--- config.mk ---
export PLATFORM = sky130hd
export DESIGN_NAME = instruction_fetch_unit
export DESIGN_NICKNAME = d
export VERILOG_FILES = /design/src/rtl/instruction_fetch_unit.sv
export SDC_FILE = /design/constraint.sdc
export NUM_CORES = 1
export LEC_CHECK = 0
export BUFFER_PORTS_ARGS = -buffer_cell sky130_fd_sc_hd__buf_2
export CAP_MARGIN = 20
export CORE_MARGIN = 2
export CORE_UTILIZATION = 35
export CTS_CLUSTER_DIAMETER = 60
export DETAILED_ROUTE_END_ITERATION = 16
export PLACE_DENSITY = 0.67
export SYNTH_ARGS = -nofsm -noshare
export SYNTH_HDL_FRONTEND = slang
export SYNTH_SLANG_ARGS = --single-unit
--- constraint.sdc ---
create_clock -name clk -period 2.1 [get_ports clk]
set_input_delay 0.42 -clock clk [delete_from_list [all_inputs] [get_ports clk]]
set_output_delay 0.42 -clock clk [all_outputs]
set_load 0.01 [all_outputs]
--- src/rtl/instruction_fetch_unit.sv ---
// Fetch stage: owns the PC, drives the instruction memory address and registers
// the returned word into the IF/ID register, with stall, branch squash and halt/resume.
module instruction_fetch_unit #(
  parameter int unsigned             ADDR_WIDTH = 32,
  parameter int unsigned             DATA_WIDTH = 32,
  parameter logic [ADDR_WIDTH-1:0]   RESET_PC   = '0,
  parameter logic [DATA_WIDTH-1:0]   NOP_INSTR  = DATA_WIDTH'(32'h0000_0013),
  parameter int unsigned             PC_STEP    = 4
) (
  input  logic                  clk,
  input  logic                  resetN,
  input  logic                  stall,
  input  logic                  branchTaken,
  input  logic [ADDR_WIDTH-1:0] branchTarget,
  input  logic                  haltReq,
  input  logic                  resume,
  output logic [ADDR_WIDTH-1:0] instructionAddress,
  input  logic [DATA_WIDTH-1:0] instruction,
  output logic [DATA_WIDTH-1:0] fetchedInstruction,
  output logic [ADDR_WIDTH-1:0] fetchedPc,
  output logic                  fetchedValid,
  output logic                  halted
);

  typedef enum logic [1:0] {
    IDLE   = 2'd0,
    FETCH  = 2'd1,
    HALTED = 2'd2
  } state_t;

  state_t                state;
  logic [ADDR_WIDTH-1:0] pc;
  logic [ADDR_WIDTH-1:0] pc_next_seq;
  logic [ADDR_WIDTH-1:0] branch_aligned;

  assign pc_next_seq        = pc + ADDR_WIDTH'(PC_STEP);
  assign branch_aligned     = {branchTarget[ADDR_WIDTH-1:2], 2'b00};
  assign instructionAddress = pc;

  always_ff @(posedge clk or negedge resetN) begin
    if (!resetN) begin
      state              <= IDLE;
      pc                 <= RESET_PC;
      fetchedInstruction <= NOP_INSTR;
      fetchedPc          <= RESET_PC;
      fetchedValid       <= 1'b0;
      halted             <= 1'b0;
    end else begin
      case (state)
        IDLE: begin
          state        <= FETCH;
          fetchedValid <= 1'b0;
        end
        FETCH: begin
          // Branch wins over halt and stall; a simultaneous halt request is dropped.
          if (branchTaken) begin
            pc                 <= branch_aligned;
            fetchedInstruction <= NOP_INSTR;
            fetchedPc          <= pc;
            fetchedValid       <= 1'b0;
          end else if (haltReq) begin
            state              <= HALTED;
            halted             <= 1'b1;
            fetchedInstruction <= NOP_INSTR;
            fetchedPc          <= pc;
            fetchedValid       <= 1'b0;
          end else if (!stall) begin
            fetchedInstruction <= instruction;
            fetchedPc          <= pc;
            fetchedValid       <= 1'b1;
            pc                 <= pc_next_seq;
          end
        end
        HALTED: begin
          fetchedValid <= 1'b0;
          if (resume && !haltReq) begin
            state  <= FETCH;
            halted <= 1'b0;
          end
        end
        default: begin
          state        <= IDLE;
          fetchedValid <= 1'b0;
        end
      endcase
    end
  end

endmodule
==> summary.txt, run 1 <==
Run status
  • Run status: finished clean

Clock tree
  • Post-CTS Setup Repair Bufs: 0
  • Root Driver: clkbuf_16
  • CTS Buf Count: 9
  • Worst skew pair latency: 0.34 ns
  • CTS tree: done
  • Clock Tree Buf Depth: 2
  • Clock sink total: 96
  • Clock transition at the registers of the reported paths: 0.07 ns
  • Htree depth: 3

Worst hold path
  • HP Class: input pin to register

Routing
  • Wire per inst: 16.15 um
  • Post-Route WL: 12.94 mm
  • Pre-Repair DR Iteration Count: 4
  • Post-route ant nets: 0
  • Initial detailed-routing violation count: 304
  • DRC Markers: 0
  • Via count: 4080
  • Via density: 5.094

Yosys
  • Mean post-synth cell area: 9.811 um^2
  • Post-Syn Area: 4454 um^2
  • Share of synthesized flip-flops with an asynchronous set or reset: 100.0%
  • Post-synth EDFFs: 0
  • Yosys top cell area share: 52.25%
  • Synth top area cells: dfrtp_1 52%, nand2_1 9.4%, a22o_1 5.9%
  • Cell count after synthesis: 454
  • Yosys cell types: 47
  • Synth Flop Type: dfrtp_1
  • Seq cells post-synth: 96
  • Area leader, netlist: dfrtp_1
  • Yosys warns: 0
  • Sequential fraction of the synthesis area: 54.02%

Global route
  • First-pass GRT wire length: 19.31 mm
  • Antenna violations before repair: 1
  • Number of global-route vias before repair: 3790
  • Tot GR Track Use: 18.39%
  • Largest net degree at the start of global routing: 53
  • GRT overflow: 0

STA
  • Unrepaired setup endpoints after global routing: no
  • Clock Skews: 0.01053 ns
  • Fin. max-slew vios: 0
  • Fin. Hold Viols: 0
  • Max transition margin: 40.19%
  • Max frequency: 521.8 MHz
  • Tcrit/Tclk final: 91.25%
  • Min Tclk post-route: 1.916 ns
  • TNS Setup: 0 ns
  • Hold Slack: 0.2960 ns
  • Setup violations, final: 0
  • Setup ws final: 0.1837 ns
  • Worst Max-Slew Pin Slew: 0.8951 ns

Worst setup path
  • Worst Setup SP: state[1]$_DFFE_PN0P_
  • R2r startpoint: state[1]$_DFFE_PN0P_
  • CP Max Fanout: 32
  • Critical Path RT: 2.37 ns
  • Worst Reg-to-Reg Cells: 4
  • Startpoint types: register
  • Worst setup path endpoint: fetchedInstruction[4]$_DFFE_PN1P_
  • Data arrival, critical path: 2.18 ns
  • FF-to-FF End: fetchedInstruction[4]$_DFFE_PN1P_
  • CP endpoint kind: register
  • WS Path Type: register to register
  • Internal reg-to-reg setup slack: 0.18 ns

Die
  • DIE WIDTH: 116.8 um
  • IO Pins: 168
  • Std-Cell Rows: 41
  • Die Y: 116.8 um
  • Die Area: 13640 um^2
  • CORE AREA: 12520 um^2
  • Initial Utilization: 35.59%

Placed design
  • PortBufs: 161
  • Place WS: 0.09756 ns
  • DP HPWL: 9.460 mm
  • RD Place Congestion: 0.8048

Pwr
  • Maximum VDD drop: 0.0005677 V
  • Pleak: 0.002988 uW
  • Final Power: 8176 uW
  • Power density cells: 1384 nW/um^2

Final layout
  • Most frequent cells in the layout: 160 x buf_2, 111 x nand2_1, 93 x dfrtp_1
  • Share of cells above drive strength 1: 34.82%
  • # diodes: 0
  • Commonest non-fill, non-tap cell in the layout: buf_2
  • Area Overhead vs Synth: 32.67%
  • Final #Nets: 695

Job
  • MaxCap Viol Count: 0
[power breakdown]
part	internal (uW)	total, uW	switching [uW]
Clock	1170	1870	705
Combinational	1360	3210	1850
Sequential	2520	3090	577
Total	5040	8180	3130
[registers in the layout, indices dropped and copies added (netlist names)]
name / cells
halted: 1
fetchedPc: 30
fetchedInstruction: 32
fetchedValid: 1
instructionAddress: 30
state: 2
[worst min path at each step]
stage / startpoint / endpoint / depth (start not counted)
final: instruction[0] / fetchedInstruction[0]$_DFFE_PN1P_ / 2
after global routing: instruction[0] / fetchedInstruction[0]$_DFFE_PN1P_ / 2
after CTS: instruction[4] / fetchedInstruction[4]$_DFFE_PN1P_ / 2
after detailed placement: resetN / fetchedInstruction[22]$_DFFE_PN0P_ / 1
after global placement: resetN / fetchedInstruction[22]$_DFFE_PN0P_ / 1
after floorplan: resetN / fetchedInstruction[10]$_DFFE_PN0P_ / 0
[Yosys cell counts (all sizes together), types with 2 or more instances]
| cell type | count |
|---|---|
| a21oi | 26 |
| a22o | 30 |
| a22oi | 9 |
| a31o | 5 |
| a31oi | 3 |
| and2 | 3 |
| and3 | 9 |
| and4 | 3 |
| buf | 16 |
| clkbuf | 16 |
| dfrtp | 93 |
| dfstp | 3 |
| inv | 4 |
| mux2 | 2 |
| mux2i | 12 |
| nand2 | 112 |
| nand2b | 5 |
| nand3 | 10 |
| nand4 | 9 |
| nor2 | 14 |
| nor2b | 2 |
| nor3 | 10 |
| nor4 | 7 |
| o21ai | 19 |
| o22a | 3 |
| o22ai | 18 |
[layout make-up]
type	count	area (um^2)
fill	1210	6608
inverter	4	15.01
clock buffer	11	232.7
clock inverter	5	105.1
timing repair buffer	188	1039
tap	172	215.2
sequential	96	2406
multi-input combinational	325	1897
[per-stage QoR]
step                instance area (um^2)  util (%)  std cells
floorplan                           4466         -        457
global placement                    5562     44.43        784
detailed placement                  5562     44.43        784
CTS                                 5909     47.21        801
global route                        5909     47.21        801
finish                              5909     47.21        801
[worst max-delay path: stages (launching register included)]
cell      delay (ns)
dfrtp_1         0.44
nand2b_1        0.25
a21oi_4         0.72
nand2_1         0.22
o22a_1          0.22
[logic make-up after synthesis]
| logic type | after synthesis | synth area share, % |
|---|---|---|
| compound gates | 117 | 17.84 |
| fa+ha+maj | 1 | 0.2809 |
| buf+inv | 36 | 4.072 |
| flops | 96 | 54.02 |
| mux | 14 | 3.202 |
| other cells | 1 | 0.08419 |
| simple gates | 189 | 20.51 |
[per-layer routing]
metal  part of all wire (%)  track usage, %  vias up
li1                       -               -     1964
met1                     44           23.68     1936
met2                     47           30.67      163
met3                    7.7           3.913       15
met4                   0.92           6.667        2
met5                   0.10               0        -
[repair_timing]
item	CTS	global route
endpoints found under the setup margin	0	0
hold buffers	1	0
gates resized for setup	0	0
hold endpoints to repair	19	0
(Power assumes the default switching activity.)
==> run 2, diff against run 1 <==
CELL_PAD_IN_SITES_DETAIL_PLACEMENT = 1   (was unset)
CELL_PAD_IN_SITES_GLOBAL_PLACEMENT = 1   (was unset)
PLACE_DENSITY = 0.84   (was 0.67)
==> summary.txt, run 2 (same netlist as run 1, synthesis figures left out) <==
Run status
  • Run status: finished clean

Final layout
  • # diodes: 0
  • Area Overhead vs Synth: 32.75%
  • Max reg flops: 32
  • Final Instance Area: 5913 um^2
  • Most frequent cells in the layout: 160 x buf_2, 111 x nand2_1, 93 x dfrtp_1
  • Final #Nets: 697
  • Multi-input logic area: 1906 um^2
  • Filler instances: 1514
  • Commonest non-fill, non-tap cell in the layout: buf_2
  • Register area: 2406 um^2
  • Share of cells above drive strength 1: 35.02%
  • Reg with most FFs: fetchedInstruction

Pwr
  • Flop pwr share: 37.5%
  • Pleak: 0.002998 uW
  • Gate power share: 41.4%
  • Maximum VDD drop: 0.0004209 V
  • Final Power: 8282 uW
  • Net Sw Power: 3307 uW
  • Int Power: 4976 uW
  • Clock Power Share: 21.1%
  • Power density cells: 1401 nW/um^2
  • Sw frac: 39.92%

Die
  • Die Y: 116.8 um
  • Die Area: 13640 um^2
  • Initial Utilization: 35.59%
  • CORE AREA: 12520 um^2
  • DIE WIDTH: 116.8 um
  • IO Pins: 168
  • Std-Cell Rows: 41

Job
  • MaxCap Viol Count: 0

STA
  • TNS Setup: 0 ns
  • Fin. Hold Viols: 0
  • Worst Max-Slew Pin Slew: 1.078 ns
  • Setup violations, final: 0
  • Unrepaired setup endpoints after global routing: no
  • Min Tclk post-route: 1.913 ns
  • Fin. max-slew vios: 0
  • Tcrit/Tclk final: 91.11%
  • Max frequency: 522.7 MHz
  • Clock Skews: 0.007416 ns
  • Max transition margin: 28.14%

Global route
  • Antenna violations before repair: 1
  • First-pass GRT wire length: 23.04 mm
  • GRT overflow: 0
  • Tot GR Track Use: 21.89%
  • Number of global-route vias before repair: 4445
  • Largest net degree at the start of global routing: 62

Clock tree
  • CTS Buf Count: 9
  • Worst skew pair latency: 0.34 ns
  • Post-CTS Setup Repair Bufs: 0
  • Cts hold-fix bufs: 0
  • CTS tree: done
  • Root Driver: clkbuf_16
  • Clock Tree Buf Depth: 2
  • Clock transition at the registers of the reported paths: 0.07 ns
  • Post-CTS Resized: 0
  • Clock sink total: 96
  • Htree depth: 3

Worst setup path
  • CP endpoint kind: register
  • WS Path Type: register to register
  • Startpoint types: register
  • Data arrival, critical path: 2.13 ns
  • Worst path top cell family by delay: simple AND/OR/NAND/NOR gates
  • Buffers and inverters on the worst path: 0
  • CP cell instances: nand4_1 -> nor4_2 -> and3_1 -> a31o_1 -> a21oi_1
  • CP Max Fanout: 8
  • Critical Path RT: 2.31 ns
  • Critical path's slowest cell: dfrtp_1
  • CP peak stage delay: 0.51 ns

Placed design
  • DP HPWL: 10.80 mm
  • RD Place Congestion: 0.8606
  • PortBufs: 161
  • Cell Area, Placed: 5589 um^2

Worst hold path
  • HP Class: input pin to async pin

Routing
  • Via density: 5.355
  • Initial detailed-routing violation count: 306
  • DRC Markers: 0
  • Pre-Repair DR Iteration Count: 4
  • Post-Route WL: 15.36 mm
  • Post-route ant nets: 0
  • Wire per inst: 19.13 um
  • Via count: 4300
run 2: cell count changes in the layout (fill, tap and decap cells not counted), sizes merged:
cell         delta
a21oi           +1
buf             +2
bufinv          -1
clkbuf          +2
clkinv          +1
clkinvlp        -2
dlygate4sd3     -1
run 2: worst paths after layout:
kind | slack, ns | to | from | depth (start not counted)
worst max-delay path | 0.19 | instructionAddress[28]$_DFFE_PN0P_ | instructionAddress[11]$_DFFE_PN0P_ | 5
max in group asynchronous | 1.39 | instructionAddress[29]$_DFFE_PN0P_ | resetN | 2
worst min register to register | 0.47 | fetchedPc[18]$_DFFE_PN0P_ | fetchedPc[18]$_DFFE_PN0P_ | 2
worst max register to register | 0.19 | instructionAddress[28]$_DFFE_PN0P_ | instructionAddress[11]$_DFFE_PN0P_ | 5
worst min-delay path | 0.09 | fetchedPc[19]$_DFFE_PN0P_ | resetN | 1
min in group clk | 0.29 | fetchedInstruction[1]$_DFFE_PN1P_ | instruction[1] | 2
run 2: final cells by class:
cell class                      instances  area share [%]
Timing Repair Buffer                  189           17.86
Clock buffer                           13           4.232
Tap cell                              172           3.639
Sequential cell                        96           40.69
Clock inverter                          3           1.100
Inverter                                4          0.2539
Multi-Input combinational cell        326           32.23
run 2: power groups by stage:
stage | Clock, uW | Combinational [uW] | Sequential [uW]
2_1_floorplan | 0 | 1470 | 3390
3_3_place_gp | 0 | 3260 | 3060
3_5_place_dp | 0 | 3400 | 3130
4_1_cts | 1800 | 3430 | 3100
5_1_grt | 1860 | 3790 | 3200
6_report | 1750 | 3430 | 3100
run 2: metal layers:
metal  up-vias  share of wire, %  track usage [%]
met5         -             0.085                0
met4         2               2.5            8.784
met3        32               7.7            4.171
met2       179                49            38.77
met1      2124                41            26.26
li1       1963                 -                -
run 2: per-stage QoR:
| stage | util, % | hold slack [ns] | std cells | setup WS (ns) |
|---|---|---|---|---|
| final | 47.24 | 0.08991 | 803 | 0.1867 |
| after global routing | 47.24 | 0.1185 | 803 | 0.03790 |
| after CTS | 47.17 | 0.09586 | 802 | 0.07823 |
| after detailed placement | 44.65 | 0.4575 | 786 | 0.06753 |
| after global placement | 44.65 | 0.4526 | 786 | 0.1475 |
| after floorplan | - | 0.1244 | 457 | 0.3842 |
